[src/rtl/cellrv32_spi_host.sv]
// cellrv32_spi_host: bus-mapped SPI host, one byte per transfer, MSB first.
// Define CELLRV32_SPI_HOST_IRQ_EN to store CTRL[4] and drive a registered irq_o.
module cellrv32_spi_host #(
  parameter logic [31:0] BASE_ADDR = 32'hFFFF_FFA8
) (
  input  logic        clk_i,
  input  logic        rst_i,
  input  logic [31:0] addr_i,
  input  logic        rden_i,
  input  logic        wren_i,
  input  logic [31:0] data_i,
  output logic [31:0] data_o,
  output logic        ack_o,
  output logic        spi_clk_o,
  output logic        spi_csn_o,
  output logic        spi_dat_o,
  input  logic        spi_dat_i,
  output logic        irq_o
);
  typedef enum logic [1:0] {IDLE, LEAD, TRAIL} state_t;
  state_t state_q, state_d;
  logic en_q, en_d, cpha_q, cpha_d, cpol_q, cpol_d, csen_q, csen_d, irqen_q;
  logic [7:0] cdiv_q, cdiv_d, cdiv_l_q, cdiv_l_d;
  logic cpha_l_q, cpha_l_d, cpol_l_q, cpol_l_d;
  logic [7:0] sreg_q, sreg_d, rx_q, rx_d, presc_q, presc_d;
  logic [2:0] cnt_q, cnt_d;
  logic rxv_q, rxv_d, samp_q, samp_d, sck_q, sck_d, csn_q, csn_d, dout_q, dout_d, ack_q, ack_d;
  logic [31:0] rdata_q, rdata_d;
  logic sel_ctrl, sel_data, busy, last, wr_ctrl;
  logic [7:0] rx_next;
  logic unused_bits;
  assign sel_ctrl = addr_i == BASE_ADDR;
  assign sel_data = addr_i == BASE_ADDR + 32'd4;
  assign wr_ctrl = wren_i & sel_ctrl;
  assign busy = state_q != IDLE;
  assign last = presc_q == cdiv_l_q;
  assign rx_next = {sreg_q[6:0], cpha_l_q ? spi_dat_i : samp_q};
  assign unused_bits = ^{data_i[31:16], data_i[7:4]};
  always_comb begin
    state_d = state_q;
    cpha_l_d = cpha_l_q;
    cpol_l_d = cpol_l_q;
    cdiv_l_d = cdiv_l_q;
    sreg_d = sreg_q;
    rx_d = rx_q;
    cnt_d = cnt_q;
    samp_d = samp_q;
    dout_d = dout_q;
    en_d = wr_ctrl ? data_i[0] : en_q;
    cpha_d = wr_ctrl ? data_i[1] : cpha_q;
    cpol_d = wr_ctrl ? data_i[2] : cpol_q;
    csen_d = wr_ctrl ? data_i[3] : csen_q;
    cdiv_d = wr_ctrl ? data_i[15:8] : cdiv_q;
    ack_d = (rden_i | wren_i) & (sel_ctrl | sel_data);
    rdata_d = (rden_i & sel_ctrl) ? {rxv_q, busy, 14'h0, cdiv_q, 3'h0, irqen_q, csen_q, cpol_q, cpha_q, en_q} :
              (rden_i & sel_data) ? {24'h0, rx_q} : 32'h0;
    rxv_d = (rden_i & sel_data) ? 1'b0 : rxv_q;
    presc_d = (busy & ~last) ? presc_q + 8'd1 : 8'd0;
    sck_d = busy ? sck_q : (en_d & cpol_d);
    case (state_q)
      IDLE: if (wren_i & sel_data & en_q) begin
        state_d = LEAD;
        sreg_d = data_i[7:0];
        cpha_l_d = cpha_q;
        cpol_l_d = cpol_q;
        cdiv_l_d = cdiv_q;
        cnt_d = 3'd0;
        dout_d = cpha_q ? dout_q : data_i[7];
      end
      LEAD: if (last) begin
        state_d = TRAIL;
        sck_d = ~cpol_l_q;
        dout_d = cpha_l_q ? sreg_q[7] : dout_q;
        samp_d = cpha_l_q ? samp_q : spi_dat_i;
      end
      TRAIL: if (last) begin
        sck_d = cpol_l_q;
        sreg_d = rx_next;
        dout_d = (!cpha_l_q && cnt_q != 3'd7) ? sreg_q[6] : dout_q;
        state_d = (cnt_q == 3'd7) ? IDLE : LEAD;
        cnt_d = cnt_q + 3'd1;
        rx_d = (cnt_q == 3'd7) ? rx_next : rx_q;
        rxv_d = (cnt_q == 3'd7) | rxv_d;
      end
      default: state_d = IDLE;
    endcase
    // Disabling mid-transfer aborts on the same edge that clears EN.
    if (busy && !en_d) begin
      state_d = IDLE;
      sck_d = 1'b0;
    end
    csn_d = ~(en_d & csen_d);
  end
  always_ff @(posedge clk_i or posedge rst_i) begin
    if (rst_i) begin
      state_q <= IDLE;
      {en_q, cpha_q, cpol_q, csen_q, cdiv_q} <= '0;
      {cpha_l_q, cpol_l_q, cdiv_l_q} <= '0;
      {sreg_q, rx_q, presc_q, cnt_q} <= '0;
      {rxv_q, samp_q, sck_q, dout_q, ack_q} <= '0;
      csn_q <= 1'b1;
      rdata_q <= '0;
    end else begin
      state_q <= state_d;
      {en_q, cpha_q, cpol_q, csen_q, cdiv_q} <= {en_d, cpha_d, cpol_d, csen_d, cdiv_d};
      {cpha_l_q, cpol_l_q, cdiv_l_q} <= {cpha_l_d, cpol_l_d, cdiv_l_d};
      {sreg_q, rx_q, presc_q, cnt_q} <= {sreg_d, rx_d, presc_d, cnt_d};
      {rxv_q, samp_q, sck_q, dout_q, ack_q} <= {rxv_d, samp_d, sck_d, dout_d, ack_d};
      csn_q <= csn_d;
      rdata_q <= rdata_d;
    end
  end
`ifdef CELLRV32_SPI_HOST_IRQ_EN
  logic irq_q;
  always_ff @(posedge clk_i or posedge rst_i) begin
    if (rst_i) begin
      irqen_q <= 1'b0;
      irq_q <= 1'b0;
    end else begin
      irqen_q <= wr_ctrl ? data_i[4] : irqen_q;
      irq_q <= en_q & irqen_q & rxv_q;
    end
  end
  assign irq_o = irq_q;
`else
  assign irqen_q = 1'b0;
  assign irq_o = 1'b0;
`endif
  assign data_o = rdata_q;
  assign ack_o = ack_q;
  assign spi_clk_o = sck_q;
  assign spi_csn_o = csn_q;
  assign spi_dat_o = dout_q;
endmodule
[config.mk]
export PLATFORM = sky130hd
export DESIGN_NAME = cellrv32_spi_host
export DESIGN_NICKNAME = d
export VERILOG_FILES = /design/src/rtl/cellrv32_spi_host.sv
export SDC_FILE = /design/constraint.sdc
export NUM_CORES = 1
export LEC_CHECK = 0
export ABC_AREA = 1
export BUFFER_PORTS_ARGS = -buffer_cell sky130_fd_sc_hd__buf_2
export CORE_UTILIZATION = 45
export DETAILED_ROUTE_END_ITERATION = 10
export GPL_ROUTABILITY_DRIVEN = 0
export HOLD_SLACK_MARGIN = 0.03
export PLACE_DENSITY = 0.74
export SLEW_MARGIN = 0
export SYNTH_ARGS = -nofsm -noshare
export SYNTH_HDL_FRONTEND = slang
export SYNTH_SLANG_ARGS = --single-unit
[constraint.sdc]
create_clock -name clk_i -period 2.4 [get_ports clk_i]
set_input_delay 0.36 -clock clk_i [delete_from_list [all_inputs] [get_ports clk_i]]
set_output_delay 0.36 -clock clk_i [all_outputs]
set_load 0.02 [all_outputs]
==> results by stage, run 1 <==
Global route:
- The total track usage is 19.1%.
- The maximum number of pins on one net before global-route repair is 76.
- The number of global-route vias before repair was 2809.
- The initial antenna violation count is 0.
- The aggregate global routing overflow is 0.
- The first-pass GRT wire length is 12300 um.

Timing:
- Setup repair after global routing left no endpoint under its margin.
- The worst path meets setup with 0.610 ns of slack.
- The count of final hold-check violations came to 0.
- On the final layout, the worst clock skew is 0.0149 ns.
- The smallest clock period supported by the final layout is computed as 1.79 ns.
- The share of the clock period used by the worst path after layout is 74.6%.
- The total negative setup slack is 0 ns.
- The final count of pins violating max slew was 0.
- The maximum achievable frequency is 559 MHz.
- Setup violations remaining at the end of the flow were counted as 0.
- The minimum hold slack is 0.0701 ns.

Place:
- The number of buffer cells added on primary ports is 74.
- The placed instances occupy a cell area of 4000 um2.
- The HPWL reported at the end of detailed placement is 5060 um.
- The worst setup timing slack at the placement stage is 0.491 ns.

Worst hold path:
- The worst hold path belongs to the class in -> async.

Drt:
- The remaining antenna violation count is 0.
- The sum of routed wire length over all layers is 7080 um.
- The routed via count divided by cell count is 4.73.
- The DRC violations left is 0.
- After detailed routing, the average wire length per cell comes to 11.6 um.
- The count of vias placed by the detailed router is 2894.
- Before antenna repair, the detailed router went through 4 iterations.
- The iteration-0 DRC count of the detailed router is 146.

Worst setup path:
- The worst register-to-register path ends at sreg_q[5].
- The slowest stage of the critical path belongs to the cell dfrtp_1.
- The peak per-stage delay on the critical path is 0.41 ns.
- The cell repeated most along the worst path is nand2_1.
- Walking the worst path, the cells encountered are inv_1 > ha_1 > inv_1 > nand2_1 > o21ai_2 > nand2_1 > nand2_1 > nand2_1.
- The register-to-register path setup slack is 0.61 ns.
- The worst endpoint required time is 2.66 ns.
- STA classifies the critical path endpoint as a register.
- In this run the worst path has a maximum fanout of 11.
- STA classifies the critical path startpoint as a register.
- The type of the worst setup path is reg -> reg.
- The worst register-to-register path begins at state_q[0].
- At the worst endpoint, the arrival time is 2.05 ns.
- The number of cells on the worst reg-to-reg path is 8.

Synthesis:
- The fraction of the mapped netlist area in simple logic gates is 25.9%.
- The cell with the most instances after synthesis is nand2_1.
- In the synthesized netlist, the number of instances is 424.
- After synthesis, the netlist uses 34 different library cells.
- Of the total synthesized cell area, the portion taken by XOR and XNOR cells is 2.22%.
- The most used flip-flop cell after synthesis is dfrtp_1.
- The post-synthesis adder-cell area fraction is 2.81%.
- The proportion of synthesized area in mux cells is 0%.
- The share of the synthesized area in the top cell type is 52.1%.
- In the post-synthesis netlist, the biggest area contributors are dfrtp_1, nand2_1, inv_1.
- The synthesized design spends more area on one cell type than any other, namely dfrtp_1.
- A synthesized cell averages 8.39 um2.
- Summing the areas of all compound-gate instances in the mapped netlist gives 6.86% of the synthesized area.
- Counting flops with an async set or reset pin after synthesis yields a share of 100%.
- The main combinational cell family by area after synthesis is simple AND/OR/NAND/NOR gates.
- The flip-flop and latch count after synthesis is 75.
- The mapped netlist covers 3560 um2.
- The proportion of synthesized chip area in sequential cells is 52.8%.
- Counting instances in the post-synthesis netlist gives the leading cell types as nand2_1, dfrtp_1, inv_1, nor2_1, o21ai_0.
- The total of warnings raised by yosys is 0.
- The number of flops mapped to enable cells by yosys is 0.

Clock tree:
- The post-CTS setup buffer count is 0.
- The root cell of the clock tree is clkbuf_8.
- TritonCTS built the clock tree.
- The clock-pin slew reported for the worst setup and hold paths after clock tree synthesis is 0.09 ns.
- TritonCTS created 9 clock buffers.
- The number of gates given a new drive strength after cts is 0.
- The number of buffers inserted for hold repair after clock tree synthesis is 0.
- Clock tree synthesis found a total of 75 sinks.
- The H-tree depth is 3.
- The insertion delay to the later sink of the worst-skew pair is 0.36 ns.
- The buffer levels on the longest clock path is 2.

Pwr:
- For this design the ratio of total power to cell area is 621 nW/um2.
- The worst ir drop on vdd is 0.000308 V.
- The leakage power is 2.34 nW.

Final layout:
- The final non-filler cell area is 4200 um2.
- The net count reported at finish is 582.
- From synthesis to final layout, the design area changed by 18.2%.
- The post-route netlist has 21.6% of its cells at a drive strength greater than 1.
- The number of antenna diodes in the final layout is 0.
- The count of fill cells added during filler insertion is 701.

Run:
- The max-cap violation count is 0.

Floorplanning:
- The die covers 8260 um2.
- The floorplan row count is 32.
- The initial core utilization is 46.3%.
- The number of I/O pins is 106.
- The floorplan step defined a core boundary enclosing 7690 um2.
- From left edge to right edge, the die measures 90.9 um.
- The overall die height is 90.9 um.

Run status:
- The flow ran to the end, and the final reports show no timing, DRC or antenna violations.
-- worst max-delay path: cells and delay by family (launching register included) --
family	cells	cell delay [ns]
adder cells (fa/ha/maj)	1	0.22
AO/OA/AOI/OAI	1	0.08
buffers and inverters	2	0.39
flip-flops	1	0.41
AND/OR/NAND/NOR	4	0.58
-- routing by layer --
| metal | share of wire [%] | vias up | global-route usage (%) | wire length, um |
|---|---|---|---|---|
| met3 | 6.2 | 12 | 4.97 | 438 |
| li1 | - | 1462 | - | - |
| met2 | 48 | 101 | 31.9 | 3380 |
| met1 | 44 | 1319 | 23.5 | 3140 |
| met4 | 1.8 | 0 | 8.07 | 125 |
| met5 | 0 | - | 0 | 0 |
-- power breakdown --
group	internal (mW)	switching [mW]	total [mW]
registers	1.34	0.0562	1.39
logic	0.0768	0.125	0.202
clock network	0.519	0.497	1.02
total	1.93	0.678	2.61
-- sequential cells by signal (all words and copies together), names as in the netlist, 2 cells and up --
signal,count
sreg_q,8
data_o,18
state_q,2
cdiv_l_q,8
cdiv_q,8
presc_q,8
cnt_q,3
rx_q,8
-- through the flow --
step / cells / util (%) / power (mW)
floorplan: 438 / - / 1.55
global placement: 596 / 52.0 / 1.61
detailed placement: 596 / 52.0 / 1.62
CTS: 612 / 54.7 / 2.64
global route: 612 / 54.7 / 2.73
finish: 612 / 54.7 / 2.61
-- cells by family (layout without fill, tap and decap cells) --
family,count (synthesis),in the layout
xor gates and xnor gates,9,9
other,1,15
and+or+nand+nor,221,221
buffers and inverters,66,138
DFF,75,75
adders and majority gates,8,8
AOI/OAI and AO/OA,44,44
-- how the worst max path moves through the flow --
| stage | startpoint | to | slack, ns | depth (start not counted) |
|---|---|---|---|---|
| 2_1_floorplan | rst_i | ack_o | 0.13 | 1 |
| 3_3_place_gp | addr_i[16] | sreg_q[7] | 0.57 | 10 |
| 3_5_place_dp | addr_i[21] | sreg_q[5] | 0.49 | 10 |
| 4_1_cts | state_q[0] | sreg_q[5] | 0.60 | 8 |
| 5_1_grt | state_q[0] | cnt_q[1] | 0.42 | 8 |
| 6_report | state_q[0] | sreg_q[5] | 0.61 | 8 |
-- placed cells by master (no fill, tap or decap), types with 2 or more instances in the layout --
cell,instances
a21oi_1,6
inv_6,3
o21ai_0,23
nor3_1,3
nand2_1,144
nor3_2,3
ha_1,8
xor2_1,5
inv_1,38
conb_1,15
dfrtp_1,74
inv_2,2
nand4_1,3
xnor2_1,4
nand2_2,2
buf_4,6
nor2_1,37
clkinv_2,2
buf_2,74
nand3b_1,2
clkbuf_8,10
o21ai_1,10
nor3b_1,2
and3_1,2
nand3_1,21
-- final cells by class --
| cell class | instances | area [um2] | share of cell area, % |
|---|---|---|---|
| Multi-Input combinational cell | 297 | 1400 | 33.3 |
| Timing Repair Buffer | 81 | 435 | 10.4 |
| Tap cell | 102 | 128 | 3.04 |
| Sequential cell | 75 | 1880 | 44.7 |
| Clock buffer | 10 | 138 | 3.27 |
| Inverter | 41 | 155 | 3.69 |
| Clock inverter | 6 | 70.1 | 1.67 |
(Power assumes the default switching activity.)
==> run 2: changes to the inputs <==
==> constraint.sdc (replaced) <==
create_clock -name clk_i -period 1.43 [get_ports clk_i]
set_input_delay 0.2145 -clock clk_i [delete_from_list [all_inputs] [get_ports clk_i]]
set_output_delay 0.2145 -clock clk_i [all_outputs]
set_load 0.02 [all_outputs]
==> run 2 against run 1 <==
Against the previous run: the flow now finishes with violations (negative setup slack); clock power rose by 65%; setup slack worse by 0.83 ns; die area did not move; largest power group unchanged; via count rose by 7.0%.
==> results by stage, run 2 (synthesis gave the netlist of run 1 again) <==
Timing:
- Setup repair after global routing could not meet its margin everywhere.
- The final count of pins violating max slew is 0 (unchanged).
- The worst clock skew is 0.0106 ns (-0.00432 ns).
- The count of final hold-check violations is 0 (unchanged).
- The smallest setup slack after layout came to -0.218 ns (-0.829 ns).
- The shortest clock period the worst path allows after layout is 1.65 ns (-0.141 ns).
- The share of the clock period used by the worst path after layout is 115% (+41 points).
- The final setup violation count is 31 (+31).
- The maximum achievable frequency was 607 MHz (+8.6%).
- The total negative setup slack is -4.14 ns (-4.14 ns).

Clock tree:
- The sink count of the clock tree was 75 (unchanged).
- The buffer levels on the longest clock path is 2 (unchanged).
- The TritonCTS clock tree is done.
- The insertion delay to the later sink of the worst-skew pair came to 0.36 ns (about the same).
- The H-tree depth was 3 (unchanged).
- The clock-pin slew reported for the worst setup and hold paths after clock tree synthesis is 0.09 ns (about the same).
- The number of CTS-inserted buffers is 9 (unchanged).
- The root buffer cell chosen for the clock tree is clkbuf_8.

Drt:
- The amount of wire on met2 after detailed routing came to 4280 um (+27%).
- The remaining antenna violation count is 0 (unchanged).
- Signal routing reaches up to met4.
- The routed length per placed instance is 12.4 um (+6.8%).
- The routed via count divided by cell count is 4.74 (+0.30%).
- The wire length on met3 is 352 um (-20%).
- The total iterations of the first detailed-routing run is 4 (unchanged).
- The met1 wire length is 3290 um (+4.9%).
- The iteration-0 DRC count of the detailed router is 108 (-26%).
- The count of vias placed by the detailed router was 3097 (+7.0%).
- The sum of routed wire length over all layers came to 8070 um (+14%).
- The DRC violations left is 0 (unchanged).

Run status:
- The flow ran to the end, but the final reports show violations.
- The final reports fail on negative setup slack.

Pwr:
- The post-layout total power is 4.38 mW (+68%).
- The worst ir drop on vdd came to 0.000805 V (+160%).
- The leakage power is 2.58 nW (+10%).
- The power per cell area is 945 nW/um2 (+52%).

Worst setup path:
- The worst endpoint required time is 1.67 ns (-0.99 ns).
- The worst setup path is launched from a register.
- The peak per-stage delay on the critical path is 0.39 ns (-0.02 ns).
- Walking the worst path, the cells encountered are xnor2_1 > nand2_1 > nor3_4 > nand2_4 > nor3_4 > inv_2 > nand2_1 > nand2_1.
- The sort of element at the end of the critical path is a register.
- The critical path is of the reg -> reg type.
- The slowest stage of the critical path is the dfrtp_1 cell.
- The cell repeated most along the worst path is nand2_1.
- The data arrival time of the critical path is 1.89 ns (-0.16 ns).
- The maximum fanout encountered on the critical timing path is 7 (-4).

Global route:
- The initial antenna violation count is 0 (unchanged).
- The maximum number of pins on one net before global-route repair is 26 (-66%).
- The total track usage is 20.8% (+1.7 points).
- The aggregate global routing overflow is 0 (unchanged).
- The number of global-route vias before repair is 3110 (+11%).
- The first-pass GRT wire length is 13600 um (+10%).

Place:
- The HPWL reported at the end of detailed placement is 5940 um (+17%).
- The worst setup timing slack at the placement stage is -0.172 ns (-0.663 ns).
- The instance count after placement with tap cells included is 629 (+5.5%).
- The number of buffer cells added on primary ports came to 74 (unchanged).
- The total placed instance area is 4260 um2 (+6.6%).

Final layout:
- The share of layout cells above drive strength 1 is 29.9% (+8.4 points).
- The register area is 1880 um2 (unchanged).
- From synthesis to final layout, the design area changed by 30.2%.
- The final cell count without fillers is 653 (+6.7%).
- The top cell types in the final layout, fill and taps aside, are nand2_1, dfrtp_1, buf_2.
- The leading cell type in the layout, fill and taps excluded is nand2_1.
- The antenna diode instance count is 0 (unchanged).
- The number of flip-flops under the largest register name was 18 (unchanged).
- The area of combinational cells with multiple inputs is 1500 um2 (+6.8%).
- The net count reported at finish was 623 (+7.0%).
- The count of fill cells added during filler insertion came to 694 (-1.0%).
- The final non-filler cell area is 4630 um2 (+10%).

Floorplanning:
- The placeable core area came to 7690 um2 (unchanged).
- The area of the die came to 8260 um2 (unchanged).
- The x dimension of the die came to 90.9 um (unchanged).
- The initial core utilization is 46.3% (unchanged).
- The overall die height is 90.9 um (unchanged).
- The floorplan row count is 32 (unchanged).
- The number of I/O pins is 106 (unchanged).

Worst hold path:
- The path class of the tightest hold or removal check is in -> reg.

Run:
- The max-cap violation count came to 0 (unchanged).
## run 2: changes by cell type in the layout (fill, tap and decap cells not counted), moves of 4 or more
cell / previous run / this run
nand2_1: 144 / 139
buf_6: 0 / 6
o21ai_1: 10 / 14
buf_4: 6 / 40
o21ai_0: 23 / 19
inv_1: 38 / 34
## run 2: path summary, 6_finish.rpt
path / endpoint / start / slack, ns / depth (start not counted)
min in group asynchronous: data_o[13] / rst_i / 0.41 / 3
setup reg to reg: rx_q[3] / cdiv_l_q[5] / -0.22 / 8
hold / removal: cdiv_q[1] / data_i[9] / 0.07 / 3
max in group asynchronous: csen_q / rst_i / 0.46 / 4
setup / recovery: rx_q[3] / cdiv_l_q[5] / -0.22 / 8
hold reg to reg: rx_q[1] / rx_q[1] / 0.48 / 2
## run 2: power by group
part,leakage (nW),switching [mW],total (mW),internal (mW)
clock,0.103,0.843,1.68,0.832
combinational,1.48,0.216,0.356,0.140
sequential,0.990,0.101,2.35,2.24
## run 2: layer usage
metal  GRT usage (%)  vias to the layer above
li1                -                     1544
met1            24.0                     1472
met2            37.4                       66
met3            6.23                       15
met4            5.29                        0
met5               0                        -
## run 2: cell type report
| cell class | count | share of cell area, % |
|---|---|---|
| clock inverters | 7 | 1.73 |
| multi-input cells | 297 | 32.3 |
| well taps | 102 | 2.76 |
| inverters | 41 | 3.43 |
| flip-flops and latches | 75 | 40.5 |
| repair buffers | 122 | 16.6 |
| clock buffers | 9 | 2.67 |
## run 2: worst max-delay path, delay by kind of cell (launching register included)
kind | cells | cell delay, ns
buffers and inverters | 1 | 0.13
and+or+nand+nor | 6 | 0.83
xor gates and xnor gates | 1 | 0.18
DFF | 1 | 0.39
## run 2: timing repair
item / in CTS / in global routing
pin swaps: 2 / 2
resized for setup: 15 / 18
setup endpoints to repair: 36 / 43
buffers inserted: 4 / 2
gates cloned: 1 / 0
hold buffers: 1 / 0
hold endpoints to repair: 14 / 0
## run 2: through the flow
step / hold WS [ns] / utilization, %
2_1_floorplan: 0.335 / -
3_3_place_gp: 0.251 / 55.4
3_5_place_dp: 0.261 / 55.4
4_1_cts: 0.0526 / 59.1
5_1_grt: 0.0561 / 60.3
6_report: 0.0655 / 60.3
